`config.mk`:
```
export PLATFORM = sky130hd
export DESIGN_NAME = ex_mem_stage
export DESIGN_NICKNAME = d
export VERILOG_FILES = /design/src/rtl/ex_mem_stage.sv
export SDC_FILE = /design/constraint.sdc
export NUM_CORES = 1
export LEC_CHECK = 0
export CAP_MARGIN = 20
export CORE_MARGIN = 8
export CORE_UTILIZATION = 25
export CTS_BUF_LIST = sky130_fd_sc_hd__clkbuf_8
export CTS_CLUSTER_SIZE = 12
export DETAILED_ROUTE_END_ITERATION = 7
export DONT_BUFFER_PORTS = 1
export PLACE_DENSITY_LB_ADDON = 0.05
export SLEW_MARGIN = 20
export SYNTH_ARGS = -nofsm -noshare
export SYNTH_HDL_FRONTEND = slang
export SYNTH_SLANG_ARGS = --single-unit
```
`constraint.sdc`:
```
create_clock -name clk_i -period 4.7 [get_ports clk_i]
set_clock_uncertainty 0.2 [all_clocks]
set_input_delay 0.94 -clock clk_i [delete_from_list [all_inputs] [get_ports clk_i]]
set_output_delay 0.94 -clock clk_i [all_outputs]
set_load 0.02 [all_outputs]
```
`src/rtl/ex_mem_stage.sv`:
```
// ============================================================================
// Module      : ex_mem_stage
// Description : EX/MEM pipeline register with valid/ready handshake and flush.
//               Define EX_MEM_SKID_EN for a 2-entry skid buffer, otherwise a
//               single-entry register with a combinational ready path.
// Revision    : 1.0 - initial release
// ============================================================================
`default_nettype none

module ex_mem_stage #(
   parameter int DATA_W = 32,
   parameter int REG_W  = 5
) (
   input  logic              clk_i,
   input  logic              rst_i,
   input  logic              flush_i,
   input  logic              in_valid_i,
   output logic              in_ready_o,
   input  logic [DATA_W-1:0] alu_result_i,
   input  logic              alu_zero_i,
   input  logic [DATA_W-1:0] rt_data_i,
   input  logic [REG_W-1:0]  wb_reg_i,
   input  logic [4:0]        ctrl_i,
   input  logic              out_ready_i,
   output logic              out_valid_o,
   output logic [DATA_W-1:0] out_result_o,
   output logic              out_zero_o,
   output logic [DATA_W-1:0] out_rt_data_o,
   output logic [REG_W-1:0]  out_wb_reg_o,
   output logic [4:0]        out_ctrl_o,
   output logic [1:0]        count_o
);

   localparam int ENT_W = 2*DATA_W + 1 + REG_W + 5;

   logic [ENT_W-1:0] w_in_ent;
   logic [ENT_W-1:0] w_head;
   logic [ENT_W-1:0] r_ent0;
`ifdef EX_MEM_SKID_EN
   logic [ENT_W-1:0] r_ent1;
`endif
   logic [1:0]       r_count;
   logic             w_push;
   logic             w_pop;

   assign w_in_ent    = {alu_result_i, alu_zero_i, rt_data_i, wb_reg_i, ctrl_i};
   assign out_valid_o = (r_count != 2'd0);

`ifdef EX_MEM_SKID_EN
   assign in_ready_o = (r_count != 2'd2);
`else
   assign in_ready_o = ~out_valid_o | out_ready_i;
`endif

   assign w_push = in_valid_i & in_ready_o & ~flush_i;
   assign w_pop  = out_valid_o & out_ready_i & ~flush_i;

   // Slot 0 is always the head; slot 1 only ever holds the younger entry.
   always_ff @(posedge clk_i) begin
      if (rst_i) begin
         r_count <= 2'd0;
         r_ent0  <= '0;
`ifdef EX_MEM_SKID_EN
         r_ent1  <= '0;
`endif
      end else if (flush_i) begin
         r_count <= 2'd0;
      end else begin
         case ({w_push, w_pop})
            2'b10: begin
               r_count <= r_count + 2'd1;
`ifdef EX_MEM_SKID_EN
               if (r_count == 2'd0) r_ent0 <= w_in_ent;
               else                 r_ent1 <= w_in_ent;
`else
               r_ent0 <= w_in_ent;
`endif
            end
            2'b01: begin
               r_count <= r_count - 2'd1;
`ifdef EX_MEM_SKID_EN
               r_ent0  <= r_ent1;
`endif
            end
            2'b11: r_ent0 <= w_in_ent;
            default: ;
         endcase
      end
   end

   // Bubbles present all-zero fields so downstream sees no write enables.
   assign w_head = out_valid_o ? r_ent0 : '0;
   assign {out_result_o, out_zero_o, out_rt_data_o, out_wb_reg_o, out_ctrl_o} = w_head;
   assign count_o = r_count;

endmodule

`default_nettype wire

```
==> impl_metrics.toml, run 1 <==
[outcome]
outcome = "finished, final reports clean"

[clocking]
numCtsBuffers = 9
cts-root-buf = "clkbuf_8"
cts_tree = "done"
post_cts_resized = 0
post_cts_buffers = 0
clk_pin_slew_worst_paths_ps = 70
ctsHoldBuffers = 0
h-tree-depth = 3
clkSinkCount = 77
worstSkewPairLatency_ps = 350
cts_max_path_buffers = 2

[placement]
place_congestion = 0.6882
pre_cts_ws_ps = 1619
io_buffers = 0
postPlaceCellArea_sq_mm = 0.003369
dp_hpwl_mm = 6.593

[critical_path]
worstPathMaxFanout = 41
cp.arrival_ps = 2170
crit_type = "register to output port"
start_kind = "register"
crit_path_end_kind = "output port"
cp.required_ps = 3560

[die]
die_h_um = 130.7
die_area_sq_mm = 0.01709
fp.dieW_um = 130.7
core-area_sq_mm = 0.01303
rows = 42
ioPinCount = 159
initial_core_util = 0.2525

[routing]
met3_wirelength_mm = 1.314
wl_mm = 9.888
drt-met1-wl_mm = 4.179
dr.max_layer_used = "met4"
vias = 2587
route.detailed.drc = 0
wl_per_cell_um = 16.79
dr.pass1.iters = 4
wl_met2_mm = 4.294
final_antenna_net_count = 0
vias_per_cell = 4.392
dr.first_iter.drc_count = 158

[final_layout]
final_cell_mix = "nand2_1, dfxtp_1, and2_1, a21oi_1, clkbuf_8"
fin_area_sq_mm = 0.003550
diodes = 0
final_nets = 493
final_util = 0.2724
drive_gt1_frac = 0.04843
fillers = 1500
area_delta_synth_final_pct = 7.871
final_common_cell = "nand2_1"

[sta]
maxSlewViolCount = 0
max-slew-margin-rel = 0.6675
tightest_slew_ps = 498.7
setup_violations = 0
worst_slack_ps = 1392
post-route-period-util = 0.7038
min_period_ps = 3308
hold_violations = 0
setup-tns-final_ps = 0
max_freq_mhz = 302.3
whs_ps = 245.0
rsz0062_at_grt = "false"

[flow_run]
maxCapViolations = 0

[global_route]
grt_max_degree = 78
grt-ovfl-total = 0
grt_pass1_wl_mm = 14.54
grt_pass1_vias = 2544
grtUsageTotal = 0.1144
antenna_found_initial = 0

[yosys]
avgSynthCellArea_sq_um = 7.706
yosysUniqueCellTypes = 23
ys_ff_latch = 77
yosysSeqAreaShare = 0.4684
synth_fp_nets = 510
syn_inst = 427
yosysWarningCount = 0
syn_area_sq_mm = 0.003291

[power]
p_per_area_mw_per_mm2 = 350.8
irDropWorstVdd_mv = 0.2329
power_leakage_nw = 1.237

[worst_hold_path]
hold_path.class = "register to register"
synthesized netlist by cell type (all sizes together):
library cell | count | share of area
a211oi | 1 | 0.0023
a21oi | 75 | 0.11
and2 | 75 | 0.14
and3b | 1 | 0.0027
buf | 19 | 0.044
clkbuf | 14 | 0.017
dfxtp | 77 | 0.47
ha | 3 | 0.011
inv | 1 | 0.0011
nand2 | 150 | 0.17
nand2b | 1 | 0.0019
nand3b | 2 | 0.0046
nor3 | 1 | 0.0015
o21ai | 1 | 0.0015
o21ba | 1 | 0.0030
o21bai | 1 | 0.0034
or2 | 1 | 0.0027
or3 | 1 | 0.0019
xnor2 | 1 | 0.0027
xor2 | 1 | 0.0027
sequential cells by signal, indices dropped and copies added (netlist names):
signal / count
count_o: 2
r_ent0: 75
area by class of cell:
cell class | instances | area [sq um] | share of cell area
clock buffer | 10 | 137.6 | 0.03877
clock inverter | 4 | 42.54 | 0.01198
inverter | 1 | 3.754 | 0.001057
multi-input combinational | 316 | 1554 | 0.4378
sequential | 77 | 1541 | 0.4343
tap | 176 | 220.2 | 0.06204
timing repair buffer | 5 | 50.05 | 0.01410
per-layer routing:
metal	vias up	global-route usage
met5	-	0
met4	0	0.03646
met3	5	0.07589
met2	102	0.1688
met1	1172	0.1308
li1	1308	-
logic make-up after synthesis:
logic type	Yosys count	share of synthesized area
compound gates	79	0.1243
xor+xnor	2	0.005324
fa+ha+maj	3	0.01141
buf+inv	34	0.06159
flops	77	0.4684
simple gates	232	0.3289
power breakdown:
part / internal [mW] / switching (mW)
Sequential: 0.675 / 0.0103
Clock: 0.250 / 0.237
Combinational: 0.0244 / 0.0493
through the flow:
| stage | total power [mW] | cells |
|---|---|---|
| after floorplan | 0.7711 | 427 |
| after global placement | 0.7757 | 575 |
| after detailed placement | 0.7775 | 575 |
| after CTS | 1.285 | 589 |
| after global routing | 1.318 | 589 |
| final | 1.245 | 589 |
path summary, 6_finish.rpt:
path / from / endpoint / slack, ps / depth (start not counted)
hold reg to reg: r_ent0[16] / r_ent0[16] / 240 / 2
setup / recovery: count_o[0] / out_result_o[2] / 1390 / 3
hold / removal: r_ent0[16] / r_ent0[16] / 240 / 2
setup reg to reg: count_o[0] / r_ent0[51] / 1700 / 8
worst max-delay path: stages (launching register included):
cell and delay (ps):
dfxtp_1 540, or2_4 500, buf_4 400, and2_1 350
Note: power is estimated with default switching activity, not from simulation.
==> run 2: changes to the inputs <==
==> constraint.sdc (replaced) <==
create_clock -name clk_i -period 2.8 [get_ports clk_i]
set_clock_uncertainty 0.2 [all_clocks]
set_input_delay 0.56 -clock clk_i [delete_from_list [all_inputs] [get_ports clk_i]]
set_output_delay 0.56 -clock clk_i [all_outputs]
set_load 0.02 [all_outputs]
==> run 2 against run 1 <==
Compared with the run above:
- first-iteration DRC count shrank 13%
- wire length rose by 0.68%
- core utilization rose by 0.65 points
- final area rose by 2.4%
- global-route usage fell by 0.11 points
- via count up 1.6%
- die area unchanged
- power up 80%
- cell count increased by 0.68%
- combinational power up 79%
- flip-flop and latch count unchanged
- count of clock-buffer cells in the layout increased by 1
- largest cell class unchanged
==> impl_metrics.toml, run 2 (synthesized netlist as in run 1, its figures left out) <==
[power]
total_power_mw = 2.240
irDropWorstVdd_mv = 0.3716
p_per_area_mw_per_mm2 = 616.3
power_leakage_nw = 1.279

[placement]
dp_hpwl_mm = 6.613
pre_cts_ws_ps = 252.6
dp.cells = 577
io_buffers = 0
place_congestion = 0.6715

[sta]
setup-tns-final_ps = 0
whs_ps = 62.58
min_period_ps = 2553
rsz0062_at_grt = "false"
setup_violations = 0
max_freq_mhz = 391.6
max-slew-margin-rel = 0.6895
hold_violations = 0
post-route-period-util = 0.9119
tightest_slew_ps = 465.8
maxSlewViolCount = 0
worst_slack_ps = 246.6

[worst_hold_path]
min_path_cells = 1
hold_path.class = "input port to register"

[routing]
wl_per_cell_um = 16.79
vias_per_cell = 4.432
dr.pass1.iters = 4
dr.first_iter.drc_count = 138
vias = 2628
final_antenna_net_count = 0
wl_mm = 9.955
route.detailed.drc = 0

[final_layout]
largest_register_ffs = 75
largest_register = "r_ent0"
final_cell_mix = "nand2_1, dfxtp_1, and2_1, a21oi_1, clkbuf_8"
instances_no_fill = 593
diodes = 0
final_common_cell = "nand2_1"
final_nets = 495
area_delta_synth_final_pct = 10.46
drive_gt1_frac = 0.05995

[die]
die_area_sq_mm = 0.01709
fp.dieW_um = 130.7
die_h_um = 130.7
core-area_sq_mm = 0.01303
initial_core_util = 0.2525
rows = 42
ioPinCount = 159

[clocking]
post_cts_resized = 0
worstSkewPairLatency_ps = 360
post_cts_buffers = 0
ctsHoldBuffers = 0
cts-root-buf = "clkbuf_8"
h-tree-depth = 3
clk_pin_slew_worst_paths_ps = 80
cts_tree = "done"
numCtsBuffers = 9
cts_max_path_buffers = 2
clkSinkCount = 77

[global_route]
grt_max_degree = 78
antenna_found_initial = 0
grt_pass1_vias = 2491
grtUsageTotal = 0.1133
grt_pass1_wl_mm = 14.55
grt-ovfl-total = 0

[critical_path]
crit_path_end_kind = "register"
cp.required_ps = 2890
start_kind = "register"
cp.arrival_ps = 2650
worstPathMaxFanout = 58
crit_type = "register to register"
rr_worst_depth = 8

[outcome]
outcome = "finished, final reports clean"

[flow_run]
maxCapViolations = 0
[run 2: cell count changes in the layout (fill, tap and decap cells not counted), sizes merged]
| cell | change |
|---|---|
| buf | +2 |
| bufinv | +1 |
| clkbuf | +1 |
| clkinv | +1 |
| inv | -1 |
[run 2: area by class of cell]
type,count,area (sq um)
Clock buffer,11,151.4
Multi-Input combinational cell,316,1554
Sequential cell,77,1541
Fill cell,1506,9398
Timing Repair Buffer,7,90.09
Tap cell,176,220.2
Clock inverter,5,73.82
Inverter,1,3.754
[run 2: metal layers]
layer / global-route usage / vias up / part of all wire
li1: - / 1314 / -
met1: 0.1386 / 1200 / 0.43
met2: 0.1582 / 107 / 0.43
met3: 0.07183 / 7 / 0.13
met4: 0.03646 / 0 / 0.011
met5: 0 / - / 0
[run 2: final timing paths]
path	startpoint	to	slack, ps
max	count_o[1]	r_ent0[7]	250
min	rst_i	r_ent0[6]	60
max reg2reg	count_o[1]	r_ent0[7]	250
min reg2reg	r_ent0[9]	r_ent0[9]	250
[run 2: power breakdown]
group	total (mW)	switching, mW	internal [mW]
clock	0.960	0.415	0.545
combinational	0.132	0.0861	0.0457
sequential	1.15	0.0160	1.13
total	2.24	0.517	1.72
[run 2: per-stage QoR]
step | utilization | instance area [sq um]
6_report | 0.2789 | 3635
5_1_grt | 0.2789 | 3635
4_1_cts | 0.2789 | 3635
3_5_place_dp | 0.2616 | 3410
3_3_place_gp | 0.2616 | 3410
2_1_floorplan | - | 3291
[run 2: critical path: stages (launching register included)]
cell	delay, ps
dfxtp_1	410
or2_4	300
nand2b_1	90
and3b_1	190
ha_1	220
o21ba_2	460
buf_12	310
nand2_1	120
a21oi_1	120
